--- config.mk ---
export PLATFORM = sky130hd
export DESIGN_NAME = serial_adder
export DESIGN_NICKNAME = d
export VERILOG_FILES = /design/src/rtl/serial_adder_pkg.sv /design/src/rtl/serial_adder_fa.sv /design/src/rtl/serial_adder.sv
export SDC_FILE = /design/constraint.sdc
export NUM_CORES = 1
export LEC_CHECK = 0
export CORE_ASPECT_RATIO = 1.2
export CORE_UTILIZATION = 52
export CTS_BUF_LIST = sky130_fd_sc_hd__clkbuf_4 sky130_fd_sc_hd__clkbuf_8
export DETAILED_ROUTE_END_ITERATION = 8
export PLACE_DENSITY = 0.81
export SLEW_MARGIN = 15
export SYNTH_ARGS = -nofsm -noshare
export SYNTH_HDL_FRONTEND = slang
export SYNTH_SLANG_ARGS = --single-unit
--- constraint.sdc ---
create_clock -name clk -period 1.61 [get_ports clk]
set_input_delay 0.161 -clock clk [delete_from_list [all_inputs] [get_ports clk]]
set_output_delay 0.161 -clock clk [all_outputs]
set_load 0.05 [all_outputs]
--- src/rtl/serial_adder_pkg.sv ---
// Shared types and constants for the bit-serial adder.
// Optional overflow output is enabled with macro SERIAL_ADDER_OVF_EN.
package serial_adder_pkg;

   // Default operand/sum width.
   localparam int unsigned DEFAULT_WIDTH = 8;

   // Bit counter width, sized for the largest legal WIDTH (32).
   localparam int unsigned CNT_W = $clog2(32);

   // Control FSM states.
   typedef enum logic [1:0] {
      IDLE  = 2'd0,
      SHIFT = 2'd1,
      DONE  = 2'd2
   } stateT;

endpackage

--- src/rtl/serial_adder_fa.sv ---
// Single-bit full-adder cell; purely combinational.
module serial_adder_fa (
   input  logic a,
   input  logic b,
   input  logic ci,
   output logic s_c,
   output logic co_c
);

   // Sum and carry of one bit position.
   always_comb begin
      s_c  = a ^ b ^ ci;
      co_c = (a & b) | (ci & (a ^ b));
   end

endmodule

--- src/rtl/serial_adder.sv ---
// Bit-serial adder: accepts a, b, cin via valid/ready, adds one bit per cycle
// LSB-first, then presents sum/cout until the consumer takes them.
// Optional signed-overflow output ovf is enabled with macro SERIAL_ADDER_OVF_EN.
module serial_adder
   import serial_adder_pkg::*;
#(
   parameter int unsigned WIDTH = DEFAULT_WIDTH
) (
   input  logic             clk,
   input  logic             rst,
   input  logic             in_valid,
   output logic             in_ready,
   input  logic [WIDTH-1:0] a,
   input  logic [WIDTH-1:0] b,
   input  logic             cin,
   output logic             out_valid,
   input  logic             out_ready,
   output logic [WIDTH-1:0] sum,
   output logic             cout
`ifdef SERIAL_ADDER_OVF_EN
   ,
   output logic             ovf
`endif
);

   stateT            state;
   stateT            nextState;
   logic [CNT_W-1:0] bitCnt;
   logic [WIDTH-1:0] aShift;
   logic [WIDTH-1:0] bShift;
   logic             carry;
   logic             accept_c;
   logic             lastBit_c;
   logic             sumBit_c;
   logic             carryOut_c;

   // One full-adder cell works on the current LSB pair and the running carry.
   serial_adder_fa uFa (
      .a    (aShift[0]),
      .b    (bShift[0]),
      .ci   (carry),
      .s_c  (sumBit_c),
      .co_c (carryOut_c)
   );

   // Next-state logic and datapath strobes.
   always_comb begin
      nextState = state;
      accept_c  = 1'b0;
      lastBit_c = 1'b0;
      unique case (state)
         IDLE: begin
            if (in_valid && in_ready) begin
               accept_c  = 1'b1;
               nextState = SHIFT;
            end
         end
         SHIFT: begin
            if (bitCnt == CNT_W'(WIDTH - 1)) begin
               lastBit_c = 1'b1;
               nextState = DONE;
            end
         end
         DONE: begin
            if (out_ready) begin
               nextState = IDLE;
            end
         end
         default: nextState = IDLE;
      endcase
   end

   // State register.
   always_ff @(posedge clk) begin
      if (rst) begin
         state <= IDLE;
      end else begin
         state <= nextState;
      end
   end

   // Handshake flags registered from the upcoming state so they track it exactly.
   always_ff @(posedge clk) begin
      if (rst) begin
         in_ready  <= 1'b1;
         out_valid <= 1'b0;
      end else begin
         in_ready  <= (nextState == IDLE);
         out_valid <= (nextState == DONE);
      end
   end

   // Operand load, per-bit shift/accumulate, and final carry capture.
   always_ff @(posedge clk) begin
      if (rst) begin
         aShift <= '0;
         bShift <= '0;
         sum    <= '0;
         carry  <= 1'b0;
         cout   <= 1'b0;
         bitCnt <= '0;
`ifdef SERIAL_ADDER_OVF_EN
         ovf    <= 1'b0;
`endif
      end else if (accept_c) begin
         aShift <= a;
         bShift <= b;
         carry  <= cin;
         bitCnt <= '0;
      end else if (state == SHIFT) begin
         aShift <= aShift >> 1;
         bShift <= bShift >> 1;
         sum    <= {sumBit_c, sum[WIDTH-1:1]};
         carry  <= carryOut_c;
         bitCnt <= bitCnt + CNT_W'(1);
         if (lastBit_c) begin
            cout <= carryOut_c;
`ifdef SERIAL_ADDER_OVF_EN
            // carry still holds the carry into the MSB on the last bit
            ovf  <= carry ^ carryOut_c;
`endif
         end
      end
   end

endmodule

Word-level counts from Yosys, hierarchy flattened:

Index checks and enable logic that the tools add are counted.

* reduce and logical (&&, ||, !) cells: 7
* multiplexer cells: 14
* equal/unequal tests: 4
* bitwise logic cells: 6
* $add $sub $neg: 1

Operator list (count)
* two-way mux 8 bit: 4
* two-way mux 1 bit: 6
* two-way mux 2 bit: 3
* case mux 2 bit (3 select lines): 1
* adder 5 x 1 -> 5 bit, second input constant: 1
* == test 5 x 3 -> 1 bit, second input constant: 1
* == test 2 bit, second input constant: 2
* logical NOT 2 bit: 2
* AND reduction 3 bit: 1
* AND 1 bit: 2
* == test 2 x 1 -> 1 bit, second input constant: 1
* AND reduction 2 bit: 1
* nonzero test 2 bit: 1
* OR reduction 2 bit: 1
* XOR 1 bit: 2
* logical AND 1 bit: 1
* inverter 1 bit: 1
* OR 1 bit: 1

* logic and storage cells: 41
* output and inout bits: 11
* input port bits: 21
* bits in registers: 35

Depth between registers and ports, before layout:

Gate-level depths: netlist of the first run.

* depth in word-level cells: 5
* mapped depth: 5
* depth with buffers taken out: 4

Modules after synthesis:

From an unflattened synthesis of the first run, not the netlist that was laid out.

* cell total of the unflattened synthesis: 169
* area total of the unflattened synthesis: 1442.6 um^2

By module, submodules not included
* serial_adder: instances 1, area each 1422.6 um^2, cells an instance 168, sequential area each 700.7 um^2
* serial_adder_fa: instances 1, area each 20.0 um^2, cells an instance 1, sequential area each 0.0 um^2

Worst setup path before layout of the first run:

Ideal clock, no wire load.

* kind: register to register
* from: register in_ready
* to: register aShift[4]
* period minus slack after synthesis: 1.457 ns
* required time: 1.530 ns
* setup slack: 0.153 ns
* setup time: 0.080 ns
* data arrival time: 1.377 ns
* stages on the path, launching flop included: 6
* path buffers: 2
* cells stage by stage: dfxtp_1 > and4bb_1 > buf_4 > buf_6 > a21oi_1 > a211oi_2

* cells in the longest elaborated chain, start to end: 4
* elaborated cells between the ends (all ways): 5
* classes of those cells: mux (3); reduce/logical (2)

RTL lines
* from (decl): line serial_adder.sv:12 `output logic in_ready,`
* from (signal assigned): line serial_adder.sv:88 `in_ready <= (nextState == IDLE);`
* logical AND 1 bit *: line serial_adder.sv:53 `if (in_valid && in_ready) begin`
* two-way mux 1 bit *: line serial_adder.sv:53
* two-way mux 1 bit *: line serial_adder.sv:51 `unique case (state)`
* two-way mux 8 bit or nonzero test 2 bit (tied branches)
* to (signal assigned): line serial_adder.sv:111 `aShift <= aShift >> 1;`
* to (decl): line serial_adder.sv:29 `logic [WIDTH-1:0] aShift;`

Every way passes the cells marked *; elsewhere a longest branch is shown, timed or not.
A chain may end at the register's enable or synchronous reset.

Worst setup path after layout of the first run:

* from: register bitCnt[0]
* to: register cout

* cells in the longest elaborated chain, start to end: 4

RTL lines
* from (decl): line serial_adder.sv:28 `logic [CNT_W-1:0] bitCnt;`
* from (signal assigned): line serial_adder.sv:115 `bitCnt <= bitCnt + CNT_W'(1);`
* == test 5 x 3 -> 1 bit: line serial_adder.sv:59 `if (bitCnt == CNT_W'(WIDTH - 1)) begin`
* two-way mux 1 bit: line serial_adder.sv:59
* two-way mux 1 bit: line serial_adder.sv:51
* AND reduction 3 bit (no source line)
* to (signal assigned): line serial_adder.sv:117 `cout <= carryOut_c;`
* to (decl): line serial_adder.sv:19 `output logic cout`

Every way passes these cells.

==> impl_metrics.tcl, run 1 <==
set metrics [dict create \
    status "finished clean" \
    irDropWorstVdd_uv 693 \
    synth_cell_type_count 29 \
    synthAdderAreaFrac_pct 2.22 \
    first_pass_iters 4 \
    syn_nets 193 \
    power.density_nw_per_um2 956 \
    final_nets 224 \
    dp_slack_ns 0.147 \
    routed_wl_um 3230 \
    syn_area_per_cell_um2 8.63 \
    hpwlAfterDp_um 2230 \
    synth_seq_cells 35 \
    r2r_start "bitCnt[0]" \
    area_delta_synth_final_pct 24.9 \
    cts_resized 1 \
    cts_max_path_buffers 2 \
    worstMarginPinSlew_ns 0.480 \
    synth_flop_cell "dfxtp_1" \
    die_w_um 50.5 \
    avgRoutedWirePerCell_um 13.8 \
    hold_viol_final 0 \
    syn-cell-area_um2 1470 \
    root_buffer "clkbuf_4" \
    cp_max_fo 3 \
    min_to "bShift[7]" \
    worstReg2RegEnd "cout" \
    gp_congestion 0.755 \
    vias 1317 \
    first_global_vias 1269 \
    grt_max_degree 27 \
    yosysSeqAreaShare_pct 47.8 \
    std_cell_rows 20 \
    crit_chain "ha_1 > nand2_1 > or4_4 > mux2i_1" \
    synth-edff-count 0 \
    drt_iter0_drc 35 \
    cp-end-kind "register" \
    fin_setup_tns_ns 0 \
    p_leak_nw 0.669 \
    fmax_ghz 0.691 \
    drive_gt1_share_pct 14.9 \
    slew_headroom_pct 68.1 \
    path_clk_slew_ns 0.10 \
    htreeDepth 2 \
    die-area_um2 3040 \
    drtAntennaViolNets 0 \
    startpoint "bitCnt[0]" \
    rsz0062_at_grt "no" \
    synthXorXnorAreaFrac_pct 1.19 \
    slowest_stage "or4_4" \
    ff2ff_path_depth 4 \
    fin_crit_ns 1.45 \
    diodes 0 \
    viasPerCell 5.63 \
    critPathArrivalTime_ns 1.68 \
    cp_top_family "simple AND/OR/NAND/NOR gates" \
    critPathRequiredTime_ns 1.84 \
    syn_inst 170 \
    finalCritPeriodShare_pct 89.9 \
    finalMaxSlewViolations 0 \
    min_path_type "in2reg" \
    synth_top_family_by_area "compound AO/OA/AOI/OAI gates" \
    post_cts_buffers 0 \
    rrSetupSlack_ns 0.16 \
    clk_latency_ns 0.34 \
    ys_warn_count 0 \
    critPathLaunchType "register" \
    holdPathStages 3 \
    coreArea_um2 2600 \
    ios 32 \
    slowest_delay_ns 0.45 \
    synthArstFlopShare_pct 0 \
    worst_slack_ns 0.163 \
    numCtsBuffers 5 \
    ctsHoldBuffers 0 \
    start_util_pct 56.3 \
    fp.dieH_um 60.2 \
    critPathKind "reg2reg" \
    grt_overflow 0 \
    finalSetupViolCount 0 \
    drv_cap 0 \
    port_buffers 31 \
    synth-compound-area-share_pct 21.8 \
    route.detailed.drc 0 \
    finClkSkew_ns 0.00751 \
    grt_usage_pct 24.1 \
    crit_buf_inv 0 \
    tritoncts "done" \
    yosys.area_share.simple_pct 21.3 \
    antenna_found_initial 0 \
    cts_sinks 35 \
    yosys-mux-area-fraction_pct 0.683 \
    grt_pass1_wl_um 5400 \
    min-delay-start "b[7]" \
]
-- registers in the layout, indices dropped and copies added (netlist names) --
| register | cells |
|---|---|
| carry | 1 |
| state | 2 |
| out_valid | 1 |
| bShift | 8 |
| bitCnt | 5 |
| in_ready | 1 |
| cout | 1 |
| aShift | 8 |
| sum | 8 |
-- placed cells by master (no fill, tap or decap), types with 2 or more instances in the layout --
cell type	count
a21oi_1	31
clkbuf_4	5
buf_4	15
clkdlybuf4s50_1	20
dfxtp_1	35
o21ai_1	2
or3_1	2
nand2_1	34
nor2_1	15
a22oi_1	3
nand2b_1	3
a211oi_2	5
a211oi_1	7
nand3_1	7
-- how the worst max path moves through the flow --
stage | to | slack, ns | cells past startpoint
2_1_floorplan | aShift[4] | 0.15 | 5
3_3_place_gp | bShift[3] | 0.20 | 5
3_5_place_dp | bShift[1] | 0.15 | 5
4_1_cts | cout | 0.17 | 4
5_1_grt | bShift[1] | 0.1 | 4
6_report | cout | 0.16 | 4
-- kinds of logic (layout without fill, tap and decap cells) --
logic type	after synthesis	count (layout)
AOI/OAI and AO/OA	50	50
xor gates and xnor gates	2	2
adders and majority gates	2	2
buffers and inverters	13	44
DFF	35	35
muxes	1	1
and+or+nand+nor	67	67
-- cell usage after synthesis (2+ instances only) --
library cell   n  area share (%)
buf_4          3             1.5
nand3_1        7             2.4
clkbuf_1       2            0.51
nand2b_1       3             1.3
a21oi_1       31              11
dfxtp_1       35              48
a211oi_2       5             4.3
nand2_1       34             8.7
nor2_1        15             3.8
a22oi_1        3             1.5
or3_1          2            0.85
o21ai_1        2            0.68
a211oi_1       7             3.6
buf_2          5             1.7
buf_1          2            0.51
-- metal layers --
layer | GRT usage, % | vias to the layer above | wire length [µm]
met1 | 27.7 | 639 | 1380
met2 | 41.1 | 30 | 1690
met3 | 8.40 | 3 | 122
met5 | 0 | - | 0
li1 | - | 645 | -
met4 | 9.13 | 0 | 39
-- where the power goes --
part	switching (mW)	total, mW	internal (mW)
Combinational	0.170	0.314	0.144
Clock	0.280	0.482	0.202
Sequential	0.0355	0.955	0.920
-- tightest hold or removal path, cell delays in order --
cell and delay (ns):
clkdlybuf4s50_1 0.40, nand2_1 0.06, a21oi_1 0.05
-- area by class of cell --
class | count | area [µm²]
Fill cell | 208 | 771
Timing Repair Buffer | 37 | 342
Clock buffer | 6 | 51.3
Multi-Input combinational cell | 122 | 692
Clock inverter | 1 | 5.00
Sequential cell | 35 | 701
Tap cell | 33 | 41.3
-- stage by stage --
step / instances / power (mW) / instance area (µm²) / hold slack, ns / utilization, %
6_report: 234 / 1.75 / 1830 / 0.371 / 70.4
5_1_grt: 234 / 1.84 / 1830 / 0.369 / 70.4
4_1_cts: 234 / 1.77 / 1830 / 0.356 / 70.4
3_5_place_dp: 227 / 1.29 / 1780 / 0.455 / 68.3
3_3_place_gp: 227 / 1.27 / 1780 / 0.441 / 68.3
2_1_floorplan: 170 / 1.18 / 1470 / 0.297 / -
No activity file was read; power rests on OpenSTA's default activity.
==> run 2, diff against run 1 <==
CORE_MARGIN = 3   (was unset)
==> run 2 against run 1 <==
Net effect: worst setup slack gained 0.076 ns; critical path depth is the same; via count shrank 4.6%; clock skew shrank 0.0021 ns; die area grew 15%; register-to-register slack gained 0.08 ns; highest routed layer unchanged; cell count grew 0.43%; non-clock buffer count is the same; count of clock-buffer cells in the layout grew 1; fmax grew 5.5%.
==> impl_metrics.tcl, run 2 (same netlist as run 1, synthesis figures left out) <==
set metrics [dict create \
    first_global_vias 1174 \
    grt_max_degree 26 \
    most-common-layout-cells "dfxtp_1 (35), nand2_1 (34), a21oi_1 (31)" \
    path_clk_slew_ns 0.10 \
    start_util_pct 56.3 \
    grt_overflow 0 \
    grt_pass1_wl_um 5000 \
    status "finished clean" \
    grt_usage_pct 19.5 \
    ff2ff_path_depth 4 \
    top_layer "met4" \
    avgRoutedWirePerCell_um 13.0 \
    diodes 0 \
    vias 1257 \
    tritoncts "done" \
    area_delta_synth_final_pct 24.9 \
    viasPerCell 5.35 \
    finClkSkew_ns 0.00545 \
    irDropWorstVdd_uv 780 \
    gp_congestion 0.757 \
    die-area_um2 3500 \
    first_pass_iters 4 \
    final_nets 224 \
    wl_met2_um 1520 \
    critPathArrivalTime_ns 1.60 \
    slew_headroom_pct 80.8 \
    fin_crit_ns 1.37 \
    root_buffer "clkbuf_4" \
    clk_latency_ns 0.33 \
    drt_iter0_drc 18 \
    htreeDepth 2 \
    met3_length_um 153 \
    worst_slack_ns 0.239 \
    critPathRequiredTime_ns 1.84 \
    route.detailed.drc 0 \
    finalCritPeriodShare_pct 85.2 \
    fmax_ghz 0.729 \
    std_cell_rows 20 \
    final_common_cell "dfxtp_1" \
    hold_viol_final 0 \
    numCtsBuffers 5 \
    drive_gt1_share_pct 15.8 \
    met1_length_um 1340 \
    critPathLaunchType "register" \
    critPathKind "reg2reg" \
    holdPathStages 3 \
    routed_wl_um 3060 \
    port_buffers 31 \
    p_leak_nw 0.669 \
    hpwlAfterDp_um 2110 \
    cp-end-kind "register" \
    antenna_found_initial 0 \
    fp.dieH_um 64.2 \
    ctsHoldBuffers 0 \
    min_path_type "in2reg" \
    reg_top3 "aShift x8, bShift x8, sum x8" \
    worstMarginPinSlew_ns 0.288 \
    n_fill_cell 224 \
    cts_resized 0 \
    post_cts_buffers 0 \
    drtAntennaViolNets 0 \
    rsz0062_at_grt "no" \
    die_w_um 54.5 \
    fin_setup_tns_ns 0 \
    ios 32 \
    cp_max_fo 3 \
    total_power_mw 1.74 \
    cts_sinks 35 \
    power.density_nw_per_um2 949 \
    dp_slack_ns 0.141 \
    drv_cap 0 \
    finalSetupViolCount 0 \
    cts_max_path_buffers 2 \
    finalMaxSlewViolations 0 \
    coreArea_um2 2600 \
]
run 2: cell count changes in the layout (fill, tap and decap cells not counted):
| cell | before | now |
|---|---|---|
| dlygate4sd2_1 | 1 | 0 |
| clkbuf_4 | 5 | 7 |
| clkbuf_8 | 1 | 0 |
| buf_4 | 15 | 16 |
run 2: per-stage QoR:
step	hold slack, ns	utilization (%)	instances	area (µm²)
3_3_place_gp	0.443	68.2	227	1770
6_report	0.366	70.4	235	1830
2_1_floorplan	0.297	-	170	1470
5_1_grt	0.371	70.4	235	1830
4_1_cts	0.352	70.4	235	1830
3_5_place_dp	0.453	68.2	227	1770
run 2: worst max-delay path, cell delays in order, from the launching register on:
cell     delay (ns)
dfxtp_1        0.39
ha_1           0.22
nand2_1        0.09
or4_4          0.45
mux2i_1        0.13
run 2: metal layers:
layer	vias to the layer above	track usage [%]
met2	33	30.4
li1	651	-
met3	6	4.90
met4	0	10.3
met1	567	24.0
met5	-	0
run 2: worst paths after layout:
check | from | to | slack [ns]
worst min-delay path | b[7] | bShift[7] | 0.37
worst min register to register | bShift[2] | bShift[1] | 0.46
worst max register to register | bitCnt[0] | cout | 0.24
worst max-delay path | bitCnt[0] | cout | 0.24
run 2: report_power, final:
| part | internal (mW) | switching (mW) | total (mW) |
|---|---|---|---|
| Combinational | 0.143 | 0.165 | 0.308 |
| Sequential | 0.920 | 0.0340 | 0.954 |
| Clock | 0.204 | 0.272 | 0.476 |
run 2: final cells by class:
class                           instances  area, µm²  share of cell area (%)
Tap cell                               33       41.3                    2.25
Sequential cell                        35        701                    38.3
Timing Repair Buffer                   37        340                    18.6
Multi-Input combinational cell        122        692                    37.8
Clock inverter                          1       5.00                   0.273
Clock buffer                            7       52.6                    2.87
==> run 3, diff against run 2 <==
CTS_CLUSTER_DIAMETER = 200   (was unset)
==> results of run 3 <==
No change in the layout: final DEF, timing and power equal those of run 2.
